--- src/rtl/clock_set_controller.sv ---
// Mode/time-setting controller for the 74LSXX digital clock: 1 Hz prescaler,
// debounced keys, registered count enables, sec_clr and display blink.
module clock_set_controller #(
  parameter int unsigned TICK_DIV = 100_000_000,
  parameter int unsigned DEBOUNCE = 16
) (
  input  logic       clk,
  input  logic       rst,
  input  logic       key_mode,
  input  logic       key_inc,
  input  logic       sec_carry,
  input  logic       min_carry,
  output logic       en_sec,
  output logic       en_min,
  output logic       en_hour,
  output logic       sec_clr,
  output logic [1:0] mode,
  output logic       blink
);

  localparam int unsigned CW = (TICK_DIV > 1) ? $clog2(TICK_DIV) : 1;
  localparam logic [CW-1:0] TMAX = CW'(TICK_DIV - 1);
  localparam int unsigned DW = $clog2(DEBOUNCE + 1);
  localparam logic [DW-1:0] DMAX = DW'(DEBOUNCE - 1);

  typedef enum logic [1:0] {
    RUN      = 2'b00,
    SET_HOUR = 2'b01,
    SET_MIN  = 2'b10,
    ILLEGAL  = 2'b11
  } state_e;

  state_e        state_q, state_d;
  logic [CW-1:0] presc_q, presc_d;
  logic          en_sec_q, en_sec_d;
  logic          en_min_q, en_min_d;
  logic          en_hour_q, en_hour_d;
  logic          sec_clr_q, sec_clr_d;
  logic          blink_q, blink_d;

  // Key index 0 = mode, 1 = inc.
  logic [1:0]    keys_raw;
  logic [1:0]    sync1_q, sync2_q;
  logic [1:0]    lvl_q, lvl_d;
  logic [1:0]    press_q, press_d;
  logic [DW-1:0] dcnt_q [2];
  logic [DW-1:0] dcnt_d [2];

  logic tick;
  logic mode_press;
  logic inc_press;

  assign keys_raw = {key_inc, key_mode};

  always_comb begin
    for (int unsigned i = 0; i < 2; i++) begin
      dcnt_d[i]  = '0;
      lvl_d[i]   = lvl_q[i];
      press_d[i] = 1'b0;
      if (sync2_q[i] != lvl_q[i]) begin
        if (dcnt_q[i] == DMAX) begin
          lvl_d[i]   = sync2_q[i];
          press_d[i] = sync2_q[i];
        end else begin
          dcnt_d[i] = dcnt_q[i] + DW'(1);
        end
      end
    end
  end

  assign tick       = (presc_q == TMAX);
  assign mode_press = press_q[0];
  // A mode press in the same cycle swallows the inc press.
  assign inc_press  = press_q[1] & ~press_q[0];

  always_comb begin
    state_d   = state_q;
    en_sec_d  = 1'b0;
    en_min_d  = 1'b0;
    en_hour_d = 1'b0;
    sec_clr_d = 1'b0;
    unique case (state_q)
      RUN: begin
        en_sec_d  = tick;
        en_min_d  = tick & sec_carry;
        en_hour_d = tick & sec_carry & min_carry;
        if (mode_press) state_d = SET_HOUR;
      end
      SET_HOUR: begin
        en_hour_d = inc_press;
        if (mode_press) state_d = SET_MIN;
      end
      SET_MIN: begin
        en_min_d = inc_press;
        if (mode_press) begin
          state_d   = RUN;
          sec_clr_d = 1'b1;
        end
      end
      default: state_d = RUN;
    endcase

    presc_d = (sec_clr_d || tick) ? '0 : presc_q + CW'(1);

    if (state_d == RUN || state_d != state_q) begin
      blink_d = 1'b1;
    end else if (tick) begin
      blink_d = ~blink_q;
    end else begin
      blink_d = blink_q;
    end
  end

  always_ff @(posedge clk or posedge rst) begin
    if (rst) begin
      state_q   <= RUN;
      presc_q   <= '0;
      en_sec_q  <= 1'b0;
      en_min_q  <= 1'b0;
      en_hour_q <= 1'b0;
      sec_clr_q <= 1'b0;
      blink_q   <= 1'b1;
      sync1_q   <= '0;
      sync2_q   <= '0;
      lvl_q     <= '0;
      press_q   <= '0;
      for (int unsigned i = 0; i < 2; i++) dcnt_q[i] <= '0;
    end else begin
      state_q   <= state_d;
      presc_q   <= presc_d;
      en_sec_q  <= en_sec_d;
      en_min_q  <= en_min_d;
      en_hour_q <= en_hour_d;
      sec_clr_q <= sec_clr_d;
      blink_q   <= blink_d;
      sync1_q   <= keys_raw;
      sync2_q   <= sync1_q;
      lvl_q     <= lvl_d;
      press_q   <= press_d;
      for (int unsigned i = 0; i < 2; i++) dcnt_q[i] <= dcnt_d[i];
    end
  end

  assign en_sec  = en_sec_q;
  assign en_min  = en_min_q;
  assign en_hour = en_hour_q;
  assign sec_clr = sec_clr_q;
  assign mode    = state_q;
  assign blink   = blink_q;

endmodule

--- config.mk ---
export PLATFORM = sky130hd
export DESIGN_NAME = clock_set_controller
export DESIGN_NICKNAME = d
export VERILOG_FILES = /design/src/rtl/clock_set_controller.sv
export SDC_FILE = /design/constraint.sdc
export NUM_CORES = 1
export LEC_CHECK = 0
export BUFFER_PORTS_ARGS = -buffer_cell sky130_fd_sc_hd__buf_2
export CELL_PAD_IN_SITES_DETAIL_PLACEMENT = 0
export CELL_PAD_IN_SITES_GLOBAL_PLACEMENT = 1
export CORE_MARGIN = 10
export CORE_UTILIZATION = 30
export DETAILED_ROUTE_END_ITERATION = 6
export PLACE_DENSITY = 0.5
export SLEW_MARGIN = 20
export SYNTH_ARGS = -nofsm -noshare
export SYNTH_HDL_FRONTEND = slang
export SYNTH_SLANG_ARGS = --single-unit
export TNS_END_PERCENT = 30
--- constraint.sdc ---
create_clock -name clk -period 5.52 [get_ports clk]
set_input_delay 0.828 -clock clk [delete_from_list [all_inputs] [get_ports clk]]
set_output_delay 0.828 -clock clk [all_outputs]
set_load 0.005 [all_outputs]
# Yosys cells after proc, flatten, opt, wreduce, memory -nomap -nowiden
# Index checks and enable logic that the tools add are counted.
[word_totals]
regBits = 52
in_bits = 6
out_inout_bits = 7
[op_classes]
add_sub_neg = 3
n_eq_ne = 8
muxes = 20
bitwise_logic = 5
reduce_logical = 7
[op_table]
columns = ["operator", "n"]
rows = [
  ["adder 27 x 1 -> 27 bit (second input constant)", 1],
  ["equality test 27 bit (second input constant)", 1],
  ["two-way mux 27 bit", 1],
  ["two-way mux 5 bit", 4],
  ["adder 5 x 1 -> 5 bit (second input constant)", 2],
  ["equality test 5 x 4 -> 1 bit (second input constant)", 2],
  ["two-way mux 1 bit", 9],
  ["two-way mux 2 bit", 3],
  ["case mux 2 bit (3 select lines)", 1],
  ["zero test 2 bit", 2],
  ["case mux 1 bit (2 select lines)", 2],
  ["AND reduction 2 bit", 2],
  ["bitwise AND 1 bit", 3],
  ["equality test 2 x 1 -> 1 bit (second input constant)", 1],
  ["equality test 2 bit (second input constant)", 1],
  ["logical OR 1 bit", 2],
  ["inequality test 1 bit", 2],
  ["inequality test 2 bit", 1],
  ["NOT 1 bit", 2],
  ["nonzero test 2 bit", 1],
]

# Depth between registers and ports, before layout
# Gate-level depths: netlist of the first run.
[logic_depth]
word_depth = 5
depth_mapped = 9

# Worst setup path after synthesis of the first run
# OpenSTA, ideal clock, no wires.
[synth_path]
path_type = "register to register"
from = "register presc_q[0]"
to = "register presc_q[18]"
setup_ns = 0.119
t_arrival_ns = 1.693
required_ns = 5.401
slack_ns = 3.709
path_stages_with_launch = 10
path_buffers = 3
path_cell_list = "dfrtp_1 > ha_1 > and3_1 > buf_2 > nand3_2 > nor4_4 > or2_1 > buf_6 > buf_6 > nor2_1"
[synth_between]
elab_chain_cells = 3
elab_cells_between_ends = 4
[synth_rtl]
columns = ["element", "line", "rtl"]
rows = [
  ["from (decl)", "34", "logic [CW-1:0] presc_q, presc_d;"],
  ["from (signal assigned)", "130", "presc_q <= presc_d;"],
  ["parallel branches: the longest is 2 deep, another holds adder 27 x 1 -> 27 bit", "--", ""],
  ["two-way mux 27 bit *", "103", "presc_d = (sec_clr_d || tick) ? '0 : presc_q + CW'(1);"],
  ["via presc_d[18]", "34", ""],
]
# Mark *: on every way through the listed nets, which the timed path passes.
# A chain may end at the register's enable or synchronous reset.

# Final worst setup path of the first run
[layout_path]
from = "register presc_q[0]"
to = "register presc_q[15]"
# Same word-level chain as after synthesis.

==> run summary, run 1 <==
CRITICAL PATH
---------------------------------------------------------------------------------
Category of the worst setup path launch point                                flop
WP data required                                                          5.67 ns
Data arrival time of the critical path                                    2.55 ns
Endpoint kind of the worst setup timing path                                 flop
Kind of critical path                                                  reg -> reg
CP max FO                                                                      24

PWR
---------------------------------------------------------------------------------
Switching share of power                                                   23.01%
Sequential Power Share                                                      62.1%
Power density relative to cell area                                  241.4 mW/mm^2
Internal power summed over all cells                                    0.4830 mW
Maximum ir drop on the vdd rail                                      0.00009900 V
Switching power of the nets                                             0.1443 mW
Logic pwr share                                                              3.0%
Clock Power Share                                                           34.9%
Total design power                                                      0.6273 mW
Leakage dissipation                                                      1.106 nW

TIMING
---------------------------------------------------------------------------------
Final hold violation count                                                      0
Summed negative setup slack over all endpoints                               0 ns
Number of pins with negative max-slew slack in the final report                 0
Final worst-path cycle share                                               43.46%
Unrepaired setup endpoints after global routing                                no
Transition at the pin with the smallest max-transition slack            0.8594 ns
Final worst path period need                                             2.399 ns
Worst slew margin relative to its limit                                    42.70%
Final setup vio count                                                           0
Worst Skew                                                            0.009203 ns
Max Fclk                                                               0.4168 GHz

DETAILED ROUTING
---------------------------------------------------------------------------------
DR WL/cell                                                               13.63 um
Detailed-routed wire length on met2                                       2093 um
First-iteration detailed-routing DRC count                                     47
Length of the first detailed-routing pass in iterations                         4
Routed length on met3                                                      214 um
Via Count                                                                    1588
Highest signal layer in the routed design                                    met4
Routed Antenna Nets                                                             0
M1 WL                                                                     2248 um
Remaining design rule violation count                                           0
Average via count per standard cell                                         4.671
Detailed Route WL                                                         4634 um

DIE
---------------------------------------------------------------------------------
Floorplan core area                                                  0.007687 mm^2
Effective utilization at floorplan                                         30.83%
IO Count                                                                       13
DIE WIDTH                                                                108.9 um
Die Ht                                                                   108.9 um
Number of cell rows                                                            32
Die area                                                             0.01185 mm^2

FINAL LAYOUT
---------------------------------------------------------------------------------
Fillcell total                                                                824
Fraction of final layout cells sized beyond drive strength 1               11.34%
Antenna diodes                                                                  0
Layout-stage area growth over the synthesis result                         9.662%
Number of nets at the end of the flow                                         246

SYNTH
---------------------------------------------------------------------------------
Number of synthesized flops with an enable pin                                  0
Top cells by instance count after synthesis                          51 x dfrtp_1, 35 x nor2_1, 24 x xnor2_1, 14 x nand2_1, 14 x nand3_1
Synthesized netlist net count                                                 234
Most frequent cell after synthesis                                        dfrtp_1
Flop and latch count out of synthesis                                          52
Cell count after synthesis                                                    225
Post-Synthesis Cell Area                                             0.002370 mm^2
Main synth FF type                                                        dfrtp_1
Sequential share of the synthesized area                                   54.96%
Synthesized area divided by synthesized cell count                     10.53 um^2
Yosys top cell by area                                                    dfrtp_1
Top cell type's share of synthesized area                                  53.85%
Cells taking the most area after synthesis                           dfrtp_1 54%, xnor2_1 8.9%, nor2_1 5.5%
Warnings from Yosys                                                             0
Async SR Flop Fraction                                                     100.0%
Number of library cell types mapped by synthesis                               34

CLOCKING
---------------------------------------------------------------------------------
TritonCTS buffer count                                                          5
Number of gates given a new drive strength after cts                            0
Source-to-sink clock delay at the later pin of the worst-skew pair        0.30 ns
Clk pin slew, worst setup/hold paths                                      0.10 ns
Post-CTS Setup Repair Bufs                                                      0
Cts hold-fix bufs                                                               0
Level count of the clock H-tree                                                 2
Clock root cell                                                          clkbuf_8
Clock buffer depth                                                              2
Clock tree from TritonCTS                                                    done
Clock tree sinks                                                               52

HOLD PATH
---------------------------------------------------------------------------------
Type of the most critical hold path                                    reg -> reg

GRT
---------------------------------------------------------------------------------
Overflow left after global routing                                              0
Antenna violations before repair                                                0
Total routing resource utilization after global routing                    8.745%
Number of global-route vias before repair                                    1625
Largest net degree at the start of global routing                              53
First-pass GRT wire length                                                8286 um

RUN STATUS
---------------------------------------------------------------------------------
Outcome                                                              complete, no violations

PLACE
---------------------------------------------------------------------------------
Detailed placement HPWL                                                   3059 um
Port buffer count                                                              12
Routability-driven placement congestion ratio                              0.7031

RUN
---------------------------------------------------------------------------------
Total of max-cap violations                                                     0

## worst max-delay path: stages (launching register included)
cell,delay [ns]
dfrtp_1,0.40
ha_1,0.19
and3_1,0.27
nand3_2,0.15
nor4_4,0.39
or2_1,0.73
nor2_1,0.12
## placed cells by master, fill, tap and decap left out, types with 7 or more instances in the layout
cell type	n
nor3_1	7
nor4_1	8
nor2_1	35
nand4_1	7
a21oi_1	7
dfrtp_1	51
nand3_1	14
buf_2	12
xnor2_1	24
nand2_1	14
## flip-flops by register name, indices dropped and copies added (netlist names)
name	cells
presc_q	27
dcnt_q	10
lvl_q	2
mode	2
press_q	2
sync1_q	2
sync2_q	2
blink	1
en_hour	1
en_min	1
en_sec	1
sec_clr	1
## logic make-up (layout without fill, tap and decap cells)
group / count (synthesis) / in the layout / synth area share, %
multiplexers: 2 / 2 / 0.9503
buffers and inverters: 14 / 27 / 3.273
AO/OA/AOI/OAI: 12 / 12 / 2.745
XOR/XNOR: 30 / 30 / 11.09
AND/OR/NAND/NOR: 112 / 112 / 25.40
adder cells (fa/ha/maj): 3 / 3 / 1.584
flip-flops: 52 / 52 / 54.96
## final cells by class
| class | count | area [um^2] | share of cell area [%] |
|---|---|---|---|
| flip-flops and latches | 52 | 1303 | 50.12 |
| multi-input cells | 159 | 989.7 | 38.08 |
| well taps | 102 | 127.6 | 4.911 |
| clock buffers | 6 | 72.57 | 2.792 |
| repair buffers | 13 | 67.56 | 2.600 |
| inverters | 6 | 22.52 | 0.8666 |
| clock inverters | 2 | 16.27 | 0.6259 |
## power by group through the flow
stage,Sequential [mW],Combinational (mW),Clock [mW]
after detailed placement,0.397,0.0201,0
after CTS,0.390,0.0202,0.232
after global routing,0.391,0.0230,0.246
after global placement,0.397,0.0198,0
final,0.390,0.0189,0.219
after floorplan,0.396,0.0136,0
## per-stage QoR
stage / utilization, % / hold WS, ns / area, um^2 / worst slack, ns / instances
after floorplan: - / 0.3312 / 2370 / 3.436 / 225
final: 33.81 / 0.3571 / 2599 / 3.121 / 340
after CTS: 33.81 / 0.3618 / 2599 / 3.007 / 340
after detailed placement: 32.65 / 0.3372 / 2510 / 3.047 / 332
after global placement: 32.65 / 0.3332 / 2510 / 3.119 / 332
after global routing: 33.81 / 0.3707 / 2599 / 2.706 / 340
## layer usage
metal,up-vias,GRT usage [%]
met3,6,2.478
met1,763,11.79
li1,791,-
met5,-,0
met2,28,12.94
met4,0,3.390
## final timing paths
kind | startpoint | end | slack, ns | cells after the start
worst max register to register | presc_q[0]$_DFF_PP0_ | presc_q[15]$_DFF_PP0_ | 3.12 | 6
worst min-delay path | sync1_q[0]$_DFF_PP0_ | sync2_q[0]$_DFF_PP0_ | 0.36 | 0
max in group asynchronous | rst | presc_q[14]$_DFF_PP0_ | 4.39 | 3
worst max-delay path | presc_q[0]$_DFF_PP0_ | presc_q[15]$_DFF_PP0_ | 3.12 | 6
min in group asynchronous | rst | sec_clr$_DFF_PP0_ | 0.70 | 3
worst min register to register | sync1_q[0]$_DFF_PP0_ | sync2_q[0]$_DFF_PP0_ | 0.36 | 0
No activity file was read; power rests on OpenSTA's default activity.
==> run 2: changes to the inputs <==
--- a/config.mk
+++ b/config.mk
@@ -5,13 +5,14 @@
 export SDC_FILE = /design/constraint.sdc
 export NUM_CORES = 1
 export LEC_CHECK = 0
+export ABC_AREA = 1
 export BUFFER_PORTS_ARGS = -buffer_cell sky130_fd_sc_hd__buf_2
 export CELL_PAD_IN_SITES_DETAIL_PLACEMENT = 0
 export CELL_PAD_IN_SITES_GLOBAL_PLACEMENT = 1
 export CORE_MARGIN = 10
 export CORE_UTILIZATION = 30
 export DETAILED_ROUTE_END_ITERATION = 6
-export PLACE_DENSITY = 0.5
+export PLACE_DENSITY = 0.55
 export SLEW_MARGIN = 20
 export SYNTH_ARGS = -nofsm -noshare
 export SYNTH_HDL_FRONTEND = slang
==> constraint.sdc (replaced) <==
create_clock -name clk -period 2 [get_ports clk]
set_input_delay 0.3 -clock clk [delete_from_list [all_inputs] [get_ports clk]]
set_output_delay 0.3 -clock clk [all_outputs]
set_load 0.005 [all_outputs]
==> run 2 against run 1 <==
- core utilization is 1.1 points higher
- maximum frequency is 41% higher
- sequential cell count stayed put
- worst hold slack worse by 0.33 ns
- first-iteration DRC count is 98% higher
- worst setup slack worse by 2.8 ns
- non-clock buffer count is 2 higher
==> run summary, run 2 <==
RUN STATUS
---------------------------------------------------------------------------------
Outcome                                                              complete, no violations

SYNTH
---------------------------------------------------------------------------------
Top cell type's share of synthesized area                                  49.09%   -4.8 points
Synthesized netlist net count                                                 354   +51%
Most frequent cell after synthesis                                        nand2_1
Post-Synthesis Cell Area                                             0.002600 mm^2   +9.7%
Cell count after synthesis                                                    345   +53%
Async SR Flop Fraction                                                     100.0%   unchanged
Top cells by instance count after synthesis                          99 x nand2_1, 92 x nor2_1, 51 x dfrtp_1, 37 x inv_1, 23 x nand3_1
Yosys top cell by area                                                    dfrtp_1
Cells taking the most area after synthesis                           dfrtp_1 49%, nand2_1 14%, nor2_1 13%
Number of synthesized flops with an enable pin                                  0   unchanged
Synthesized area divided by synthesized cell count                     7.536 um^2   -28%
Number of library cell types mapped by synthesis                               20   -41%
Flop and latch count out of synthesis                                          52   unchanged
Main synth FF type                                                        dfrtp_1
Warnings from Yosys                                                             0   unchanged
Sequential share of the synthesized area                                   50.10%   -4.9 points

DIE
---------------------------------------------------------------------------------
DIE WIDTH                                                                113.1 um   +3.9%
Effective utilization at floorplan                                         31.17%   +0.35 points
Die Ht                                                                   113.1 um   +3.9%
Floorplan core area                                                  0.008341 mm^2   +8.5%
Die area                                                             0.01279 mm^2   +7.9%
Number of cell rows                                                            33   +3.1%
IO Count                                                                       13   unchanged

FINAL LAYOUT
---------------------------------------------------------------------------------
Register ranked first by flip-flop count                                  presc_q
Post-route cell area                                                 0.002915 mm^2   +12%
Layout-stage area growth over the synthesis result                         12.13%
Largest registers                                                    presc_q x27, dcnt_q x10
Fillcell total                                                                929   +13%
Fraction of final layout cells sized beyond drive strength 1               8.197%   -3.1 points
Footprint of the multi-input gates                                   0.001136 mm^2   +15%
Number of nets at the end of the flow                                         374   +52%
Largest register FFs                                                           27   unchanged
Antenna diodes                                                                  0   unchanged
Most frequent cells in the layout                                    99 x nand2_1, 92 x nor2_1, 51 x dfrtp_1
Leading cell type in the layout, fill and taps excluded                   nand2_1
Register Area                                                        0.001303 mm^2   unchanged

CLOCKING
---------------------------------------------------------------------------------
Clock buffer depth                                                              2   unchanged
Clk pin slew, worst setup/hold paths                                      0.11 ns   about the same
TritonCTS buffer count                                                          5   unchanged
Level count of the clock H-tree                                                 2   unchanged
Post-CTS Setup Repair Bufs                                                      0   unchanged
Clock tree from TritonCTS                                                    done
Cts hold-fix bufs                                                               0   unchanged
Number of gates given a new drive strength after cts                            0   unchanged
Source-to-sink clock delay at the later pin of the worst-skew pair        0.31 ns   about the same
Clock tree sinks                                                               52   unchanged
Clock root cell                                                          clkbuf_8

CRITICAL PATH
---------------------------------------------------------------------------------
Category of the worst setup path launch point                                flop
Endpoint kind of the worst setup timing path                                 flop
Data arrival time of the critical path                                    1.88 ns   -0.67 ns
WP data required                                                          2.18 ns   -3.49 ns
Launch point of the critical path                                    presc_q[1]$_DFF_PP0_
Kind of critical path                                                  reg -> reg
Reg2reg path depth                                                              8   +2
CP max FO                                                                      26   +8.3%
Beginning of the worst register-to-register path                     presc_q[1]$_DFF_PP0_

PWR
---------------------------------------------------------------------------------
Power density relative to cell area                                  645.3 mW/mm^2   +170%
Clock Power Share                                                           40.2%   +5.3 points
Logic pwr share                                                              2.8%   -0.2 points
Sequential Power Share                                                      57.0%   -5.1 points
Leakage dissipation                                                      1.431 nW   +29%
Internal power summed over all cells                                     1.461 mW   +200%
Maximum ir drop on the vdd rail                                       0.0003254 V   +230%
Switching power of the nets                                             0.4201 mW   +190%
Switching share of power                                                   22.33%   -0.68 points

TIMING
---------------------------------------------------------------------------------
Worst-case hold slack                                                  0.03113 ns   -0.3260 ns
Final worst-path cycle share                                               85.04%   +42 points
Final setup vio count                                                           0   unchanged
Number of pins with negative max-slew slack in the final report                 0   unchanged
Worst Skew                                                            0.009864 ns   +0.0006613 ns
Max Fclk                                                               0.5880 GHz   +41%
Unrepaired setup endpoints after global routing                                no
Final worst path period need                                             1.701 ns   -0.6984 ns
Transition at the pin with the smallest max-transition slack            0.5628 ns   -0.2967 ns
Final hold violation count                                                      0   unchanged
Worst slew margin relative to its limit                                    62.43%   +20 points
Summed negative setup slack over all endpoints                               0 ns   unchanged

DETAILED ROUTING
---------------------------------------------------------------------------------
Average via count per standard cell                                         4.423   -5.3%
DR WL/cell                                                               13.06 um   -4.2%
Routed Antenna Nets                                                             0   unchanged
Via Count                                                                    2083   +31%
Detailed Route WL                                                         6152 um   +33%
Length of the first detailed-routing pass in iterations                         4   unchanged
First-iteration detailed-routing DRC count                                     93   +98%
Remaining design rule violation count                                           0   unchanged

PLACE
---------------------------------------------------------------------------------
Detailed placement HPWL                                                   4701 um   +54%
Placed Instance Area                                                 0.002804 mm^2   +12%
Port buffer count                                                              12   unchanged
Routability-driven placement congestion ratio                              0.8516   +21%

GRT
---------------------------------------------------------------------------------
Largest net degree at the start of global routing                              29   -45%
Number of global-route vias before repair                                    2082   +28%
Overflow left after global routing                                              0   unchanged
Antenna violations before repair                                                0   unchanged
First-pass GRT wire length                                               10610 um   +28%
GR Util met1                                                               13.55%   +1.8 points
Met3 Usage GRT                                                             2.060%   -0.42 points
Global routing's busiest layer                                               met2
Total routing resource utilization after global routing                    10.11%   +1.4 points
Grt met2 use                                                               16.01%   +3.1 points

RUN
---------------------------------------------------------------------------------
Total of max-cap violations                                                     0   unchanged

HOLD PATH
---------------------------------------------------------------------------------
Type of the most critical hold path                                   in -> async

run 2: cell types whose count changed after synthesis, moves of 8 or more:
cell     previous run  this run
xnor2_1            24         8
nand3_1            14        23
nor2_1             35        92
inv_1               6        37
nand2_1            14        99
nor4_1              8         0
run 2: area by class of cell:
class / instances / area share, %
Clock inverter: 2 / 1.330
Sequential cell: 52 / 44.68
Tap cell: 105 / 4.506
Inverter: 37 / 4.764
Timing Repair Buffer: 15 / 3.262
Multi-Input combinational cell: 254 / 38.97
Clock buffer: 6 / 2.489
run 2: through the flow:
stage | power, mW | setup slack (ns) | cells | util [%]
2_1_floorplan | 1.126 | 0.4438 | 345 | -
3_3_place_gp | 1.148 | 0.3387 | 463 | 33.62
3_5_place_dp | 1.148 | 0.2997 | 463 | 33.62
4_1_cts | 1.911 | 0.2622 | 471 | 34.95
5_1_grt | 1.966 | 0.05976 | 471 | 34.95
6_report | 1.881 | 0.2992 | 471 | 34.95
run 2: path summary, 6_finish.rpt:
check / to / slack (ns)
worst max-delay path: presc_q[13]$_DFF_PP0_ / 0.30
worst min-delay path: sync2_q[0]$_DFF_PP0_ / 0.03
worst max register to register: presc_q[13]$_DFF_PP0_ / 0.30
worst min register to register: sync2_q[1]$_DFF_PP0_ / 0.36
max in group asynchronous: presc_q[13]$_DFF_PP0_ / 1.41
min in group clk: sync1_q[1]$_DFF_PP0_ / 0.09
run 2: logic make-up (layout without fill, tap and decap cells):
group	Yosys count	count (layout)	synth area share [%]
simple gates	226	226	35.03
flops	52	52	50.10
buf+inv	39	60	6.208
xor+xnor	16	16	5.390
compound gates	9	9	1.828
fa+ha+maj	3	3	1.444
run 2: power groups by stage:
stage / registers (mW) / clock network (mW) / logic (mW)
after floorplan: 1.09 / 0 / 0.0339
after global routing: 1.08 / 0.829 / 0.0614
final: 1.07 / 0.756 / 0.0526
after global placement: 1.09 / 0 / 0.0545
after CTS: 1.07 / 0.783 / 0.0554
after detailed placement: 1.09 / 0 / 0.0552
run 2: worst max-delay path, stage by stage, from the launching register on:
cell and delay, ns:
dfrtp_1 0.38, ha_1 0.27, nand3_2 0.17, nor2_2 0.18, nand2_1 0.08, inv_1 0.07, nand2_2 0.06, nand2_4 0.25
nor2_1 0.10
run 2: metal layers:
layer | vias up | part of all wire (%)
met5 | - | 0
met4 | 0 | 1.4
met3 | 6 | 2.5
met2 | 22 | 46
met1 | 963 | 50
li1 | 1092 | -
==> run 3: changes to the inputs <==
--- a/config.mk
+++ b/config.mk
@@ -9,8 +9,9 @@
 export BUFFER_PORTS_ARGS = -buffer_cell sky130_fd_sc_hd__buf_2
 export CELL_PAD_IN_SITES_DETAIL_PLACEMENT = 0
 export CELL_PAD_IN_SITES_GLOBAL_PLACEMENT = 1
-export CORE_MARGIN = 10
+export CORE_MARGIN = 4
 export CORE_UTILIZATION = 30
+export CTS_BUF_LIST = sky130_fd_sc_hd__clkbuf_8
 export DETAILED_ROUTE_END_ITERATION = 6
 export PLACE_DENSITY = 0.55
 export SLEW_MARGIN = 20
==> run 3 against run 2 <==
- count of clock-buffer cells in the layout is 1 lower
- die area is 20% lower
- clock skew hardly changed
- non-clock buffer count is 1 higher
- via count is 0.34% higher
- worst setup slack worse by 0.078 ns
- combinational power is 2% lower
- critical path depth is 2 lower
- global-route usage is 3.2 points higher
- sequential cell count stayed put
- critical endpoint is now presc_q[14]$_DFF_PP0_
==> run summary, run 3 (synthesis results as in run 2) <==
FINAL LAYOUT
---------------------------------------------------------------------------------
Most frequent cells in the layout                                    99 x nand2_1, 92 x nor2_1, 51 x dfrtp_1
Number of nets at the end of the flow                                         375   +0.27%
Fillcell total                                                                905   -2.6%
Core Util, Final                                                           35.03%   +0.075 points
Fraction of final layout cells sized beyond drive strength 1               8.174%   -0.022 points
Largest register FFs                                                           27   unchanged
Antenna diodes                                                                  0   unchanged
Largest registers                                                    presc_q x27, dcnt_q x10
Layout-stage area growth over the synthesis result                         12.37%
Register ranked first by flip-flop count                                  presc_q
Leading cell type in the layout, fill and taps excluded                   nand2_1

DIE
---------------------------------------------------------------------------------
Die area                                                             0.01022 mm^2   -20%
Number of cell rows                                                            33   unchanged
Floorplan core area                                                  0.008341 mm^2   unchanged
IO Count                                                                       13   unchanged
Effective utilization at floorplan                                         31.17%   unchanged
Die Ht                                                                   101.1 um   -11%
DIE WIDTH                                                                101.1 um   -11%

CLOCKING
---------------------------------------------------------------------------------
Source-to-sink clock delay at the later pin of the worst-skew pair        0.30 ns   about the same
Clock buffer depth                                                              2   unchanged
Post-CTS Setup Repair Bufs                                                      0   unchanged
TritonCTS buffer count                                                          5   unchanged
Level count of the clock H-tree                                                 2   unchanged
Clock tree from TritonCTS                                                    done
Clk pin slew, worst setup/hold paths                                      0.10 ns   about the same
Clock root cell                                                          clkbuf_8
Clock tree sinks                                                               52   unchanged

TIMING
---------------------------------------------------------------------------------
Transition at the pin with the smallest max-transition slack            0.4392 ns   -0.1235 ns
Worst-case hold slack                                                  0.09481 ns   +0.06368 ns
Worst Skew                                                            0.009668 ns   -0.0001958 ns
Max Fclk                                                               0.5623 GHz   -4.4%
Post-route worst setup slack                                            0.2215 ns   -0.07776 ns
Worst slew margin relative to its limit                                    70.51%   +8.1 points
Final setup vio count                                                           0   unchanged
Unrepaired setup endpoints after global routing                                no
Final worst path period need                                             1.779 ns   +0.07776 ns
Final hold violation count                                                      0   unchanged
Number of pins with negative max-slew slack in the final report                 0   unchanged
Final worst-path cycle share                                               88.93%   +3.9 points
Summed negative setup slack over all endpoints                               0 ns   unchanged

CRITICAL PATH
---------------------------------------------------------------------------------
WP data required                                                          2.19 ns   about the same
Endpoint kind of the worst setup timing path                                 flop
Category of the worst setup path launch point                                flop
Data arrival time of the critical path                                    1.96 ns   +0.08 ns
Kind of critical path                                                  reg -> reg
CP max FO                                                                       7   -73%

GRT
---------------------------------------------------------------------------------
First-pass GRT wire length                                               10600 um   -0.13%
Antenna violations before repair                                                0   unchanged
Largest net degree at the start of global routing                              28   -3.4%
Total routing resource utilization after global routing                    13.30%   +3.2 points
Number of global-route vias before repair                                    2186   +5.0%
Overflow left after global routing                                              0   unchanged

RUN
---------------------------------------------------------------------------------
Total of max-cap violations                                                     0   unchanged

PLACE
---------------------------------------------------------------------------------
Setup WS pre-CTS                                                        0.1818 ns   -0.1179 ns
Port buffer count                                                              12   unchanged
Routability-driven placement congestion ratio                              0.8176   -4.0%
Detailed placement HPWL                                                   4591 um   -2.4%

PWR
---------------------------------------------------------------------------------
Maximum ir drop on the vdd rail                                       0.0002813 V   -14%
Leakage dissipation                                                      1.437 nW   +0.41%
Power density relative to cell area                                  634.1 mW/mm^2   -1.7%
Total design power                                                       1.853 mW   -1.5%

DETAILED ROUTING
---------------------------------------------------------------------------------
DR WL/cell                                                               12.80 um   -2.0%
First-iteration detailed-routing DRC count                                     73   -22%
Length of the first detailed-routing pass in iterations                         4   unchanged
Via Count                                                                    2090   +0.34%
Routed Antenna Nets                                                             0   unchanged
Detailed Route WL                                                         6043 um   -1.8%
Average via count per standard cell                                         4.428   +0.12%
Remaining design rule violation count                                           0   unchanged

HOLD PATH
---------------------------------------------------------------------------------
Type of the most critical hold path                                     in -> reg

RUN STATUS
---------------------------------------------------------------------------------
Outcome                                                              complete, no violations

[run 3: cell count changes in the layout (fill, tap and decap cells not counted)]
cell / previous run / this run
nand2_4: 1 / 0
buf_4: 2 / 3
inv_1: 36 / 37
nand2_8: 0 / 1
buf_12: 1 / 0
clkbuf_1: 1 / 0
dlygate4sd3_1: 0 / 1
[run 3: repair_timing]
item                                   CTS  global route
hold buffers                             1             0
resized for setup                        0             1
setup endpoints to repair                0             9
endpoints found under the hold margin    7             0
[run 3: report_power, final]
part           switching, mW  total (mW)  internal, mW
sequential           0.00815        1.07          1.06
combinational         0.0344      0.0517        0.0174
clock                  0.355       0.728         0.374
total                  0.397        1.85          1.46
[run 3: layout make-up]
type | count | area, um^2 | share of cell area, %
tap | 105 | 131.4 | 4.497
timing repair buffer | 16 | 92.59 | 3.169
clock inverter | 3 | 42.54 | 1.456
multi-input combinational | 254 | 1145 | 39.19
clock buffer | 5 | 68.82 | 2.355
sequential | 52 | 1303 | 44.58
inverter | 37 | 138.9 | 4.754
[run 3: final timing paths]
kind                                           start  cells after the start               endpoint  slack (ns)
max in group asynchronous                        rst                      4  presc_q[17]$_DFF_PP0_        0.97
worst min register to register  sync1_q[0]$_DFF_PP0_                      0   sync2_q[0]$_DFF_PP0_        0.36
worst max-delay path            presc_q[0]$_DFF_PP0_                      6  presc_q[14]$_DFF_PP0_        0.22
worst min-delay path                        key_mode                      1   sync1_q[0]$_DFF_PP0_        0.09
worst max register to register  presc_q[0]$_DFF_PP0_                      6  presc_q[14]$_DFF_PP0_        0.22
min in group asynchronous                        rst                      3    dcnt_q[9]$_DFF_PP0_        0.43
[run 3: through the flow]
step	cell area, um^2	instances
floorplan	2600	345
global placement	2791	463
detailed placement	2791	463
CTS	2913	472
global route	2922	472
finish	2922	472
[run 3: routing by layer]
layer  GRT usage (%)  vias up  wire length (um)
met5               0        -                 0
met4           3.374        0                44
met3           2.284        5               140
met2           21.38       23              2764
met1           18.58      974              3094
li1                -     1088                 -
[run 3: worst max-delay path: stages, from the launching register on]
cell	delay, ns
dfrtp_1	0.46
ha_1	0.30
nand3_2	0.18
nor2_1	0.37
nand3_1	0.14
xor2_1	0.16
nor2_1	0.06
